===== src/rtl/vga_fb_pkg.sv =====
// Shared constants and helpers for the VGA framebuffer arbiter.
// Geometry is fixed for the 800x480, 3 bpp packed-pixel framebuffer.
package vga_fb_pkg;

    localparam int LINES      = 480;
    localparam int LINE_WORDS = 100;
    localparam int DATA_W     = 24;
    localparam int ADDR_W     = 16;
    localparam int LB_AW      = 7;

    localparam logic [1:0] ST_IDLE  = 2'd0;
    localparam logic [1:0] ST_FETCH = 2'd1;
    localparam logic [1:0] ST_DRAIN = 2'd2;

    function automatic logic [ADDR_W-1:0] line_base(input logic [8:0] ln);
        return ADDR_W'(ln) * ADDR_W'(LINE_WORDS);
    endfunction

endpackage


===== src/rtl/vga_fb_rd_pipe.sv =====
// Read-return tracker: MEM_LAT-deep shift of {valid, idx} that turns
// issued RAM reads into line buffer writes, with synchronous flush.
module vga_fb_rd_pipe
    import vga_fb_pkg::*;
#(
    parameter int MEM_LAT = 1
) (
    input  logic             clk_i,
    input  logic             rst_i,
    input  logic             flush_i,
    input  logic             issue_i,
    input  logic [LB_AW-1:0] idx_i,
    output logic             lb_we_o,
    output logic [LB_AW-1:0] lb_addr_o,
    output logic             pending_o
);

    logic [MEM_LAT-1:0] vld_q;
    logic [LB_AW-1:0]   idx_q [MEM_LAT];

    always_ff @(posedge clk_i) begin
        if (rst_i || flush_i) begin
            vld_q <= '0;
            for (int k = 0; k < MEM_LAT; k++) begin
                idx_q[k] <= '0;
            end
        end else begin
            vld_q[0] <= issue_i;
            idx_q[0] <= idx_i;
            for (int k = 1; k < MEM_LAT; k++) begin
                vld_q[k] <= vld_q[k-1];
                idx_q[k] <= idx_q[k-1];
            end
        end
    end

    // Reads still in flight after the one retiring this cycle.
    always_comb begin
        pending_o = 1'b0;
        for (int k = 0; k < MEM_LAT - 1; k++) begin
            pending_o = pending_o | vld_q[k];
        end
    end

    assign lb_we_o   = vld_q[MEM_LAT-1];
    assign lb_addr_o = lb_we_o ? idx_q[MEM_LAT-1] : '0;

endmodule


===== src/rtl/vga_fb_arbiter.sv =====
// Framebuffer RAM arbiter: scanline prefetch has priority, writer fills gaps.
// Define VGA_FB_ARB_WR_SLOT_EN to give the writer periodic slots during fetch.
module vga_fb_arbiter
    import vga_fb_pkg::*;
#(
    parameter int MEM_LAT = 1
`ifdef VGA_FB_ARB_WR_SLOT_EN
    ,
    parameter int WR_SLOT_PERIOD = 8
`endif
) (
    input  logic              CLOCK_PIXEL,
    input  logic              RESET,
    input  logic              line_req,
    input  logic [8:0]        line_num,
    input  logic              wr_req,
    input  logic [ADDR_W-1:0] wr_addr,
    input  logic [DATA_W-1:0] wr_data,
    output logic              wr_gnt,
    output logic [ADDR_W-1:0] mem_addr,
    output logic [DATA_W-1:0] mem_wdata,
    output logic              mem_we,
    output logic              mem_re,
    input  logic [DATA_W-1:0] mem_rdata,
    output logic              lb_we,
    output logic [LB_AW-1:0]  lb_addr,
    output logic [DATA_W-1:0] lb_data,
    output logic              fetch_busy,
    output logic              underrun,
    input  logic              underrun_clr
);

    logic [1:0]        state_q, state_d;
    logic [ADDR_W-1:0] base_q, base_d;
    logic [LB_AW-1:0]  idx_q, idx_d;
    logic              underrun_q, underrun_d;
    logic              line_ok, busy, rd_issue, slot_take, pending;

    assign line_ok = line_req && (line_num < 9'(LINES));
    assign busy    = (state_q != ST_IDLE);

`ifdef VGA_FB_ARB_WR_SLOT_EN
    localparam int CW = (WR_SLOT_PERIOD > 1) ? $clog2(WR_SLOT_PERIOD) : 1;
    logic [CW-1:0] cnt_q, cnt_d;

    assign slot_take = (state_q == ST_FETCH) && wr_req &&
                       (cnt_q == CW'(WR_SLOT_PERIOD - 1));

    always_comb begin
        cnt_d = cnt_q;
        if (line_ok) begin
            cnt_d = '0;
        end else if (state_q == ST_FETCH) begin
            cnt_d = (cnt_q == CW'(WR_SLOT_PERIOD - 1)) ? '0 : cnt_q + 1'b1;
        end
    end

    always_ff @(posedge CLOCK_PIXEL) begin
        if (RESET) cnt_q <= '0;
        else       cnt_q <= cnt_d;
    end
`else
    assign slot_take = 1'b0;
`endif

    // A restarting request burns its cycle so the old line never issues again.
    assign rd_issue = (state_q == ST_FETCH) && !line_ok && !slot_take;
    assign wr_gnt   = wr_req && !rd_issue;

    always_comb begin
        state_d    = state_q;
        base_d     = base_q;
        idx_d      = idx_q;
        underrun_d = underrun_q;
        if (underrun_clr) underrun_d = 1'b0;
        if (line_ok) begin
            base_d  = line_base(line_num);
            idx_d   = '0;
            state_d = ST_FETCH;
            if (busy) underrun_d = 1'b1;
        end else begin
            case (state_q)
                ST_FETCH: begin
                    if (rd_issue) begin
                        idx_d = idx_q + 1'b1;
                        if (idx_q == LB_AW'(LINE_WORDS - 1)) state_d = ST_DRAIN;
                    end
                end
                ST_DRAIN: if (!pending) state_d = ST_IDLE;
                default:  state_d = ST_IDLE;
            endcase
        end
    end

    always_ff @(posedge CLOCK_PIXEL) begin
        if (RESET) begin
            state_q    <= ST_IDLE;
            base_q     <= '0;
            idx_q      <= '0;
            underrun_q <= 1'b0;
        end else begin
            state_q    <= state_d;
            base_q     <= base_d;
            idx_q      <= idx_d;
            underrun_q <= underrun_d;
        end
    end

    vga_fb_rd_pipe #(.MEM_LAT(MEM_LAT)) u_rd_pipe (
        .clk_i     (CLOCK_PIXEL),
        .rst_i     (RESET),
        .flush_i   (line_ok && busy),
        .issue_i   (rd_issue),
        .idx_i     (idx_q),
        .lb_we_o   (lb_we),
        .lb_addr_o (lb_addr),
        .pending_o (pending)
    );

    assign mem_re     = rd_issue;
    assign mem_we     = wr_gnt;
    assign mem_addr   = rd_issue ? base_q + ADDR_W'(idx_q) :
                        wr_gnt   ? wr_addr : '0;
    assign mem_wdata  = wr_gnt ? wr_data : '0;
    assign lb_data    = lb_we ? mem_rdata : '0;
    assign fetch_busy = busy;
    assign underrun   = underrun_q;

endmodule


===== config.mk =====
export PLATFORM = sky130hd
export DESIGN_NAME = vga_fb_arbiter
export DESIGN_NICKNAME = d
export VERILOG_FILES = /design/src/rtl/vga_fb_pkg.sv /design/src/rtl/vga_fb_rd_pipe.sv /design/src/rtl/vga_fb_arbiter.sv
export SDC_FILE = /design/constraint.sdc
export NUM_CORES = 1
export LEC_CHECK = 0
export ABC_CLOCK_PERIOD_IN_PS = 2700
export BUFFER_PORTS_ARGS = -buffer_cell sky130_fd_sc_hd__buf_4
export CAP_MARGIN = 20
export CORE_ASPECT_RATIO = 1.2
export CORE_MARGIN = 4
export CORE_UTILIZATION = 37
export DETAILED_ROUTE_END_ITERATION = 8
export PLACE_DENSITY_LB_ADDON = 0.3
export SLEW_MARGIN = 20
export SYNTH_ARGS = -nofsm -noshare
export SYNTH_HDL_FRONTEND = slang
export SYNTH_SLANG_ARGS = --single-unit

===== constraint.sdc =====
create_clock -name CLOCK_PIXEL -period 2.7 [get_ports CLOCK_PIXEL]
set_clock_uncertainty 0.15 [all_clocks]
set_input_delay 0 -clock CLOCK_PIXEL [delete_from_list [all_inputs] [get_ports CLOCK_PIXEL]]
set_output_delay 0 -clock CLOCK_PIXEL [all_outputs]
set_load 0.05 [all_outputs]

Yosys cells after proc, flatten, opt, wreduce, memory -nomap -nowiden:

Memory sizes are Yosys's and may differ from the RTL's.
Cells that the tools add are included.

* flip-flop bits (word level): 25
* memory bits (writable): 7
* input port bits: 78
* output and inout bits: 77
* word-level logic and storage cells: 47
* memories kept: 1

Memories
* u_rd_pipe.idx_q: words 1, bits a word 7, rd ports 1, clocked after Yosys merged registers in 0, write ports 1, line vga_fb_rd_pipe.sv:19 `logic [LB_AW-1:0] idx_q [MEM_LAT];`

* add/sub/neg operators: 2
* $mul: 1
* order comparisons: 1
* equal/unequal tests: 4
* muxes and demuxes: 17
* bitwise gates (word level): 1
* reductions and logical operators: 14

Operator list (number)
* 24-bit two-way mux: 2
* 16-bit two-way mux: 2
* 16-bit by 7-bit adder with 16-bit output: 1
* 9-bit by 5-bit multiplier with 14-bit output (second input constant): 1
* 7-bit two-way mux: 2
* 1-bit two-way mux: 11
* 9-bit less-than comparator (second input constant): 1
* 7-bit by 1-bit adder with 7-bit output (second input constant): 1
* 7-bit equality test (second input constant): 1
* 7-bit OR reduction: 1
* 2-bit AND reduction: 3
* 1-bit logical AND: 4
* 3-bit by 2-bit inequality test with 1-bit output (second input constant): 1
* 3-bit inequality test (second input constant): 1
* 3-bit OR reduction: 1
* 2-bit by 1-bit equality test with 1-bit output (second input constant): 1
* 1-bit logical NOT: 2
* 2-bit nonzero test: 1
* 2-bit OR reduction: 1
* 1-bit logical OR: 1
* 1-bit NOT: 1

Longest topological paths before layout:

Gate-level depths: netlist of the first run.

* depth in word-level cells: 8
* depth in mapped cells: 11

Hierarchy:

Synthesis of the first run repeated with hierarchy kept, for this count alone.

* cells, all modules: 375
* area total of the unflattened synthesis: 2956.6 um2

By module, submodules not included
* vga_fb_arbiter: instances 1, cells each 348, area each 2618.8 um2, sequential area each 480.5 um2
* vga_fb_rd_pipe: instances 1, cells each 27, area each 337.8 um2, sequential area each 160.2 um2

Worst setup path before layout of the first run:

Ideal clock, no wire load.

* path kind: input to register
* start point: in line_num[2]
* end point: reg base_q[13]
* setup time: 122 ps
* data arrival time: 2506 ps
* data required time: 2428 ps
* path slack: -78 ps
* stages: 9
* cell sequence: ha_1 > ha_1 > fa_1 > ha_1 > o21ai_1 > nor2_1 > or4b_1 > and3_1 > a311o_1

* cells in the longest elaborated chain, start to end: 2
* elaborated cells on any way between the ends: 3
* classes of those cells: mul (1); order compare (1); reduce/logical (1)

Ends and longest elaborated chain
* start, declared: line vga_fb_arbiter.sv:15 `input logic [8:0] line_num,`
* branches (longest 2 deep; another with 9-bit by 5-bit multiplier with 14-bit output)
* end signal, assigned: line vga_fb_arbiter.sv:103 `base_q <= base_d;`
* end, declared: line vga_fb_arbiter.sv:34 `logic [ADDR_W-1:0] base_q, base_d;`

Several ways; the timed one is not identified.
A chain may end at the register's enable or synchronous reset.

Final worst setup path of the first run:

* start point: in line_num[1]
* end point: reg base_q[13]

The elaborated chain is that of the path after synthesis.

==> flow_summary_export.csv, run 1 <==
group,metric,value,unit
layout,syn2layout_area_growth,57.4,%
floorplan,ios,155,
detailed_routing,post_drt_wl_per_cell,14.7,um
detailed_routing,vias,3229,
grt,grt_pass1_wl,14400,um
clock_tree,cts.sinks,32,
critical_path,crit_required,2.73,ns
layout,final_cells,633,
power,vdd_drop_max,276,uV
clock_tree,cts_buffer_depth,2,
critical_path,worstPathArrival,2.59,ns
yosys,postSynth.asyncResetShare,0,%
clock_tree,clk_latency,0.29,ns
grt,grt_pass1_vias,3078,
layout,num-fill-cells,656,
yosys,yosysWarnings,0,
layout,n_antenna_cell,0,
clock_tree,cts-root-buf,"clkbuf_8",
grt,grt_usage,19.2,%
yosys,synthFlopType,"dfxtp_1",
critical_path,cp-end-kind,"flop",
timing,hold_viol_final,0,
critical_path,critPathKind,"in -> reg",
layout,multi_input_area,2150,sq um
floorplan,core_region_area,7360,sq um
timing,post-route-period-util,94.8,%
grt,overflow,0,
layout,seq_area,641,sq um
yosys,netlist_instances,369,
layout,post-route-util,61.0,%
yosys,ys_seq_area_share,22.5,%
floorplan,initial_core_util,38.7,%
timing,min_period,2.56,ns
timing,slew_headroom,53.3,%
power,p_total,1.92,mW
detailed_routing,finalWirelength,9310,um
timing,rsz0062_at_grt,"yes",
clock_tree,clkTransAtPathRegs,0.07,ns
timing,max_clock_freq,391,MHz
critical_path,start_kind,"primary input",
detailed_routing,drc,0,
placed_design,dpl.hpwl,7530,um
yosys,synth_edf_count,0,
detailed_routing,drt-initial-drc-count,148,
layout,nets,662,
critical_path,crit_fanout,3,
timing,setup_viol,0,
floorplan,die-area,9180,sq um
floorplan,die_h,104,um
floorplan,row_count,34,
yosys,syn_area,2850,sq um
outcome,status,"completed",
yosys,synth.distinct_cells,48,
clock_tree,htreeDepth,2,
placed_design,dp_cells,616,
grt,grt_max_degree,44,
yosys,ys_seq_elements,32,
clock_tree,cts_inserted_buffers,5,
layout,drive_gt1_share,36.1,%
timing,tightest_slew,0.700,ns
timing,final.setup.tns,0,ns
flow_run,maxCapViolCount,0,
timing,drv_slew,0,
yosys,syn_area_per_cell,7.73,sq um
worst_hold_path,min_path_type,"in -> reg",
detailed_routing,ant_nets,0,
floorplan,fp.dieW,88.1,um
clock_tree,cts_tree,"yes",
grt,antenna_found_initial,0,
detailed_routing,vias_per_cell,5.10,
power,powerDensity,427,nW/um^2
placed_design,portBuffers,154,
power,leakagePower,2.31,nW
yosys,synth_nets,489,
placed_design,place.gp.congestion,0.823,
detailed_routing,first_pass_iters,4,
[state kept, by name (all words and copies together) (netlist names)]
name and count:
u_rd_pipe.idx_q 7, underrun 1, base_q 14, idx_q 7, u_rd_pipe.lb_we_o 1, state_q 2
[power by group]
part	switching [mW]	leakage (nW)	internal, mW
logic	0.508	1.99	0.406
clock network	0.188	0.0541	0.273
registers	0.0366	0.261	0.504
total	0.733	2.31	1.18
[critical path: stages]
cell and delay [ns]:
buf_4 0.12, ha_1 0.29, ha_1 0.30, ha_1 0.33, ha_4 0.27, a211oi_4 0.24, nor2_1 0.08, or4b_1 0.49
and3_1 0.17, a311o_1 0.30
[logic make-up (layout without fill, tap and decap cells)]
group	Yosys count	in the layout	share of synthesized area (%)
AO/OA/AOI/OAI	67	67	14.6
buffers and inverters	36	210	4.91
XOR/XNOR	18	18	5.53
flip-flops	32	32	22.5
adder cells (fa/ha/maj)	42	42	19.7
AND/OR/NAND/NOR	174	174	32.7
[final timing paths]
| kind | startpoint | endpoint | depth (start not counted) | slack [ns] |
|---|---|---|---|---|
| worst max-delay path | line_num[1] | base_q[13]$_SDFFE_PP0P_ | 10 | 0.14 |
| worst min register to register | base_q[5]$_SDFFE_PP0P_ | base_q[5]$_SDFFE_PP0P_ | 2 | 0.31 |
| worst min-delay path | line_req | base_q[5]$_SDFFE_PP0P_ | 5 | 0.14 |
| worst max register to register | state_q[0]$_SDFFE_PP0P_ | idx_q[3]$_SDFFE_PP0P_ | 6 | 0.98 |
[cells in the mapped netlist (2+ instances only)]
master,number,area (sq um)
xnor2_1,3,26.3
nor2b_1,2,12.5
nand4_1,5,31.3
nor3_1,6,30.0
o211ai_1,2,15.0
nor4b_1,5,43.8
and2_1,33,206
dfxtp_1,32,641
a21o_1,2,15.0
nand2b_1,4,25.0
nor2_1,19,71.3
o21bai_1,3,22.5
a31oi_1,3,18.8
nand3b_1,2,15.0
buf_1,2,7.51
nand2_1,44,165
inv_1,16,60.1
a211oi_1,6,45.0
o21ai_0,20,100
a21oi_1,19,95.1
ha_1,37,463
nand3_1,13,65.1
xor2_1,15,131
clkbuf_1,15,56.3
and3_1,34,213
fa_1,5,100
[timing repair]
item                                    CTS  global route
setup buffers                             0             0
gates resized for setup                   0             6
hold buffers                              9             0
endpoints found under the hold margin    11             0
endpoints found under the setup margin    0             1
[cells in the final DEF (no fill, tap or decap), types with 16 or more instances in the layout]
cell type and count:
dfxtp_1 32, a21oi_1 18, and2_1 33, and3_1 34, buf_4 176, o21ai_0 17
nor2_1 19, ha_1 32, nand2_1 44, inv_1 16
[stage by stage]
step           setup slack (ns)  cell area, sq um  hold slack, ns
3_5_place_dp             -0.279              4230           0.136
2_1_floorplan           -0.0255              2880         -0.0140
5_1_grt                 -0.0199              4490           0.166
6_report                  0.142              4490           0.137
4_1_cts                  0.0239              4440           0.136
3_3_place_gp             -0.212              4230           0.122
[cell type report]
class	instances	area share, %
clock inverters	3	0.948
flip-flops and latches	32	14.3
inverters	17	1.42
clock buffers	5	1.53
well taps	90	2.51
repair buffers	185	31.4
multi-input cells	301	47.9
[per-layer routing]
metal | part of all wire (%) | wire length [um] | vias up | global-route usage (%)
met5 | 0 | 0 | - | 0
met4 | 1.7 | 155 | 0 | 5.40
met3 | 9.4 | 875 | 13 | 3.72
met2 | 50 | 4690 | 130 | 34.9
met1 | 39 | 3590 | 1448 | 22.4
li1 | - | - | 1638 | -
Power figures use the tool's default switching activity.
==> run 2, diff against run 1 <==
Settings changed: ABC_CLOCK_PERIOD_IN_PS 2700 to 3000, CELL_PAD_IN_SITES_DETAIL_PLACEMENT set to 1, CELL_PAD_IN_SITES_GLOBAL_PLACEMENT set to 1, CORE_UTILIZATION 37 to 34, CTS_BUF_LIST set to sky130_fd_sc_hd__clkbuf_16.
Clock period 2.7 ns to 3 ns, I/O delays scaled along.
==> flow_summary_export.csv, run 2 (synthesized netlist as in run 1, its figures left out) <==
group,metric,value,unit
grt,overflow,0,
detailed_routing,vias,3252,
critical_path,start_kind,"primary input",
timing,setup_viol,0,
layout,post-route-util,53.7,%
critical_path,worstPathArrival,2.81,ns
critical_path,r2r_slack,1.26,ns
layout,final_cell_mix,"buf_4, nand2_1, ha_1",
clock_tree,cts_buffer_depth,2,
timing,drv_slew,0,
floorplan,ios,155,
detailed_routing,first_pass_iters,4,
floorplan,core_region_area,8150,sq um
grt,grt_pass1_wl,17100,um
clock_tree,postCtsSetupRepairBufs,0,
layout,nets,647,
timing,min_period,2.81,ns
critical_path,cp_cell_sequence,"buf_4, ha_1, ha_1, inv_1, fa_1, inv_1, ha_1, o21ai_1, nor2_1, or4b_1, and3_1, a311o_1",
power,power_frac_seq,27.1,%
detailed_routing,post_drt_wl_per_cell,16.8,um
detailed_routing,ant_nets,0,
placed_design,place.gp.congestion,0.830,
power,pwr-share-comb,41.8,%
layout,n_antenna_cell,0,
floorplan,initial_core_util,35.0,%
grt,grt_max_degree,35,
critical_path,crit_fanout,4,
clock_tree,htreeDepth,2,
critical_path,cp-end-kind,"flop",
layout,syn2layout_area_growth,53.6,%
grt,grt_usage,21.4,%
layout,largest_registers,"base_q: 14 flops, idx_q: 7 flops, u_rd_pipe.idx_q: 7 flops",
layout,num-fill-cells,1018,
worst_hold_path,hp-start,"line_num[3]",
clock_tree,cts_inserted_buffers,5,
layout,final_area,4380,sq um
outcome,status,"completed",
grt,grt_pass1_vias,3461,
power,vdd_drop_max,226,uV
power,leakagePower,2.27,nW
clock_tree,cts-root-buf,"clkbuf_16",
detailed_routing,drc,0,
power,p_int,1.15,mW
critical_path,cp_slowest_stage_delay,0.49,ns
grt,antenna_found_initial,0,
critical_path,r2r_cells,4,
layout,largest_register_ffs,14,
timing,rsz0062_at_grt,"no",
timing,hold_viol_final,0,
worst_hold_path,min_path_type,"in -> reg",
timing,tightest_slew,0.716,ns
worst_hold_path,whs_path_depth,4,
layout,largest_register,"base_q",
placed_design,dpl.hpwl,8890,um
clock_tree,clkTransAtPathRegs,0.05,ns
critical_path,r2r-start,"state_q[0]$_SDFFE_PP0P_",
critical_path,cp_slowest_cell,"fa_1",
placed_design,placed_cell_area,4130,sq um
clock_tree,cts.sinks,32,
power,powerDensity,414,nW/um^2
clock_tree,cts_resized,0,
power,clkPwrFrac,31.1,%
detailed_routing,finalWirelength,10800,um
power,p_total,1.81,mW
floorplan,die_h,108,um
power,p_sw_share,36.7,%
floorplan,die-area,9920,sq um
critical_path,crit_required,3.01,ns
clock_tree,cts_tree,"yes",
flow_run,maxCapViolCount,0,
clock_tree,clk_latency,0.27,ns
critical_path,cpMostUsedCell,"ha_1",
placed_design,portBuffers,154,
timing,post-route-period-util,93.5,%
layout,drive_gt1_share,32.8,%
critical_path,reg2reg_to,"underrun$_SDFF_PP0_",
floorplan,row_count,36,
critical_path,critPathKind,"in -> reg",
power,switching_power,0.665,mW
detailed_routing,drt-initial-drc-count,87,
detailed_routing,vias_per_cell,5.07,
floorplan,fp.dieW,91.6,um
layout,final_common_cell,"buf_4",
timing,max_clock_freq,356,MHz
worst_hold_path,whs_endpoint,"base_q[5]$_SDFFE_PP0P_",
timing,slew_headroom,52.2,%
## run 2: changes by cell type in the layout (fill, tap and decap cells not counted), moves of 3 or more
cell       previous run  this run
clkbuf_16             0         5
buf_4               176       161
o21ai_0              17        20
clkbuf_8              5         0
ha_1                 32        37
ha_4                  5         0
## run 2: worst max-delay path by stage
stage | startpoint | cells past startpoint | slack [ns] | endpoint
after floorplan | line_num[2] | 9 | 0.22 | base_q[13]$_SDFFE_PP0P_
after global placement | line_num[3] | 12 | 0.03 | base_q[13]$_SDFFE_PP0P_
after detailed placement | line_num[3] | 12 | -0.08 | base_q[13]$_SDFFE_PP0P_
after CTS | line_num[3] | 12 | 0.20 | base_q[13]$_SDFFE_PP0P_
after global routing | line_num[3] | 12 | 0.04 | base_q[13]$_SDFFE_PP0P_
final | line_num[3] | 12 | 0.19 | base_q[13]$_SDFFE_PP0P_
## run 2: repair_timing
action,CTS,global route
hold buffers,9,0
hold endpoints to repair,11,0
endpoints found under the setup margin,0,0
## run 2: critical path, delay by kind of cell
family	cells	cell delay [ns]
buffers and inverters	3	0.21
AOI/OAI and AO/OA	2	0.44
adders and majority gates	4	1.43
and+or+nand+nor	3	0.73
## run 2: power by group through the flow
| stage | logic, mW | registers [mW] | clock network, mW |
|---|---|---|---|
| floorplan | 0.479 | 0.489 | 0 |
| global placement | 0.721 | 0.496 | 0 |
| global route | 0.828 | 0.495 | 0.592 |
| detailed placement | 0.749 | 0.499 | 0 |
| finish | 0.757 | 0.490 | 0.564 |
| CTS | 0.763 | 0.490 | 0.574 |
## run 2: final cells by class
class                   instances  area [sq um]  area share [%]
well taps                     114           143            3.26
repair buffers                170          1300            29.6
clock inverters                 3          38.8           0.885
clock buffers                   5           125            2.86
inverters                      17          63.8            1.46
flip-flops and latches         32           641            14.6
multi-input cells             301          2070            47.3
## run 2: stage by stage
stage                     hold slack, ns  setup TNS [ns]  setup WS (ns)  std cells
final                            0.00750               0          0.194        642
after global routing              0.0404               0         0.0425        642
after CTS                        0.00737               0          0.196        642
after detailed placement           0.128         -0.0814        -0.0814        625
after global placement             0.123               0         0.0262        625
after floorplan                  -0.0140               0          0.222        369
## run 2: per-layer routing
layer / share of wire [%] / up-vias / GRT usage (%) / wire length (um)
met5: 0 / - / 0 / 0
li1: - / 1612 / - / -
met4: 2.2 / 0 / 7.54 / 242
met2: 52 / 108 / 41.3 / 5600
met3: 5.9 / 19 / 4.66 / 632
met1: 40 / 1513 / 22.6 / 4300
==> run 3, diff against run 2 <==
--- a/config.mk
+++ b/config.mk
@@ -18,2 +18,3 @@
 export PLACE_DENSITY_LB_ADDON = 0.3
+export SETUP_SLACK_MARGIN = 0.3
 export SLEW_MARGIN = 20
@@ -22 +23,2 @@
 export SYNTH_SLANG_ARGS = --single-unit
+export TNS_END_PERCENT = 20
--- a/constraint.sdc
+++ b/constraint.sdc
@@ -4,2 +4,2 @@
 set_output_delay 0 -clock CLOCK_PIXEL [all_outputs]
-set_load 0.05 [all_outputs]
+set_load 0.1 [all_outputs]
==> flow_summary_export.csv, run 3 (synthesized netlist as in run 1, its figures left out) <==
group,metric,value,unit
placed_design,pre_cts_ws,-0.0792,ns
timing,min_period,2.70,ns
clock_tree,clk_latency,0.28,ns
critical_path,crit_fanout,3,
grt,top_usage_layer,"met2",
power,powerDensity,461,nW/um^2
critical_path,worstPathArrival,2.70,ns
detailed_routing,finalWirelength,11200,um
critical_path,start_kind,"primary input",
grt,grtUsageMet2,40.7,%
grt,grt_pass1_wl,17200,um
layout,post-route-util,55.4,%
critical_path,cp-end-kind,"flop",
layout,largest_register,"base_q",
timing,post-route-period-util,89.9,%
layout,nets,647,
floorplan,ios,155,
clock_tree,cts_tree,"yes",
placed_design,place.gp.congestion,0.790,
timing,rsz0062_at_grt,"yes",
placed_design,portBuffers,154,
power,p_total,2.08,mW
critical_path,cp_num_buf_inv,1,
layout,drive_gt1_share,36.0,%
timing,max_clock_freq,371,MHz
critical_path,cpMostUsedCell,"ha_1",
detailed_routing,ant_nets,0,
detailed_routing,vias_per_cell,5.11,
power,power_frac_seq,23.6,%
clock_tree,htreeDepth,2,
grt,grt_util_met3,5.22,%
timing,setup_viol,0,
timing,drv_slew,0,
grt,met1_usage,23.2,%
floorplan,die_h,108,um
flow_run,maxCapViolCount,0,
critical_path,cp_slowest_cell,"or4b_4",
power,switching_power,0.892,mW
grt,grt_pass1_vias,3340,
detailed_routing,drc,0,
detailed_routing,drt-initial-drc-count,136,
layout,largest_register_ffs,14,
timing,slew_headroom,55.0,%
clock_tree,cts_inserted_buffers,5,
power,p_sw_share,42.8,%
layout,num-fill-cells,1009,
layout,final_common_cell,"buf_4",
power,pwr-share-comb,49.1,%
grt,grt_usage,21.5,%
layout,n_antenna_cell,0,
clock_tree,cts-root-buf,"clkbuf_16",
grt,grt_max_degree,45,
layout,largest_registers,"base_q: 14 flops, idx_q: 7 flops, u_rd_pipe.idx_q: 7 flops",
clock_tree,cts.sinks,32,
floorplan,die-area,9920,sq um
timing,worst_slack,0.303,ns
critical_path,crit_required,3.01,ns
detailed_routing,vias,3280,
floorplan,row_count,36,
timing,holdWs,0.160,ns
power,leakagePower,2.27,nW
detailed_routing,post_drt_wl_per_cell,17.5,um
clock_tree,cts_buffer_depth,2,
power,vdd_drop_max,209,uV
floorplan,initial_core_util,35.0,%
floorplan,core_region_area,8150,sq um
clock_tree,clkTransAtPathRegs,0.05,ns
grt,antenna_found_initial,0,
outcome,status,"completed",
layout,syn2layout_area_growth,58.4,%
timing,tightest_slew,0.674,ns
grt,overflow,0,
power,clkPwrFrac,27.3,%
placed_design,dpl.hpwl,8780,um
critical_path,cp_slowest_stage_delay,0.54,ns
worst_hold_path,min_path_type,"in -> reg",
layout,final_cell_mix,"buf_4, nand2_1, and3_1",
timing,hold_viol_final,0,
critical_path,cpLargestDelayFamily,"adder cells",
detailed_routing,first_pass_iters,4,
critical_path,cp_cell_sequence,"buf_4, ha_1, ha_1, fa_1, ha_2, o21ai_2, nor2_2, or4b_4, and3_1, a311o_1",
floorplan,fp.dieW,91.6,um
power,p_int,1.19,mW
critical_path,critPathKind,"in -> reg",
run 3: changes by cell type in the layout (fill, tap and decap cells not counted), sizes merged:
cell and delta:
buf -1, dlygate4sd3 +1
run 3: worst paths after layout:
path,from,to,slack (ns),depth (start not counted)
setup / recovery,line_num[1],base_q[13]$_SDFFE_PP0P_,0.30,10
hold / removal,line_req,base_q[6]$_SDFFE_PP0P_,0.16,5
setup reg to reg,state_q[0]$_SDFFE_PP0P_,underrun$_SDFF_PP0_,1.22,4
hold reg to reg,base_q[6]$_SDFFE_PP0P_,base_q[6]$_SDFFE_PP0P_,0.34,2
run 3: power by group through the flow:
stage	clock (mW)	combinational, mW	sequential [mW]
floorplan	0	0.666	0.493
global placement	0	0.903	0.498
finish	0.569	1.02	0.492
CTS	0.577	0.971	0.492
detailed placement	0	0.929	0.501
global route	0.594	1.09	0.496
run 3: stage by stage:
step	cell area, sq um	std cells	TNS [ns]
global placement	4120	622	0
finish	4520	642	0
detailed placement	4120	622	-0.0792
global route	4520	642	0
CTS	4420	641	0
floorplan	2870	369	-0.00675
run 3: repair_timing:
action	CTS	global route
gates resized for setup	4	14
pin swaps	3	3
setup buffers	1	1
setup endpoints to repair	1	11
hold buffers	10	0
endpoints found under the hold margin	11	0
run 3: area by class of cell:
type / instances / area, sq um / area share (%)
Clock buffer: 5 / 125 / 2.77
Clock inverter: 3 / 38.8 / 0.859
Inverter: 17 / 63.8 / 1.41
Multi-Input combinational cell: 301 / 2200 / 48.6
Sequential cell: 32 / 641 / 14.2
Tap cell: 114 / 143 / 3.16
Timing Repair Buffer: 170 / 1310 / 29.0
run 3: worst reg2reg max path: stages (launching register included):
cell	delay [ns]
dfxtp_1	0.32
or2_2	0.31
nand2_1	0.24
a21oi_1	0.10
dlygate4sd3_1	0.56
run 3: layer usage:
layer	share of wire (%)	wire, um
met1	38	4220
met4	1.6	179
met5	0	0
met3	7.2	806
met2	54	6030
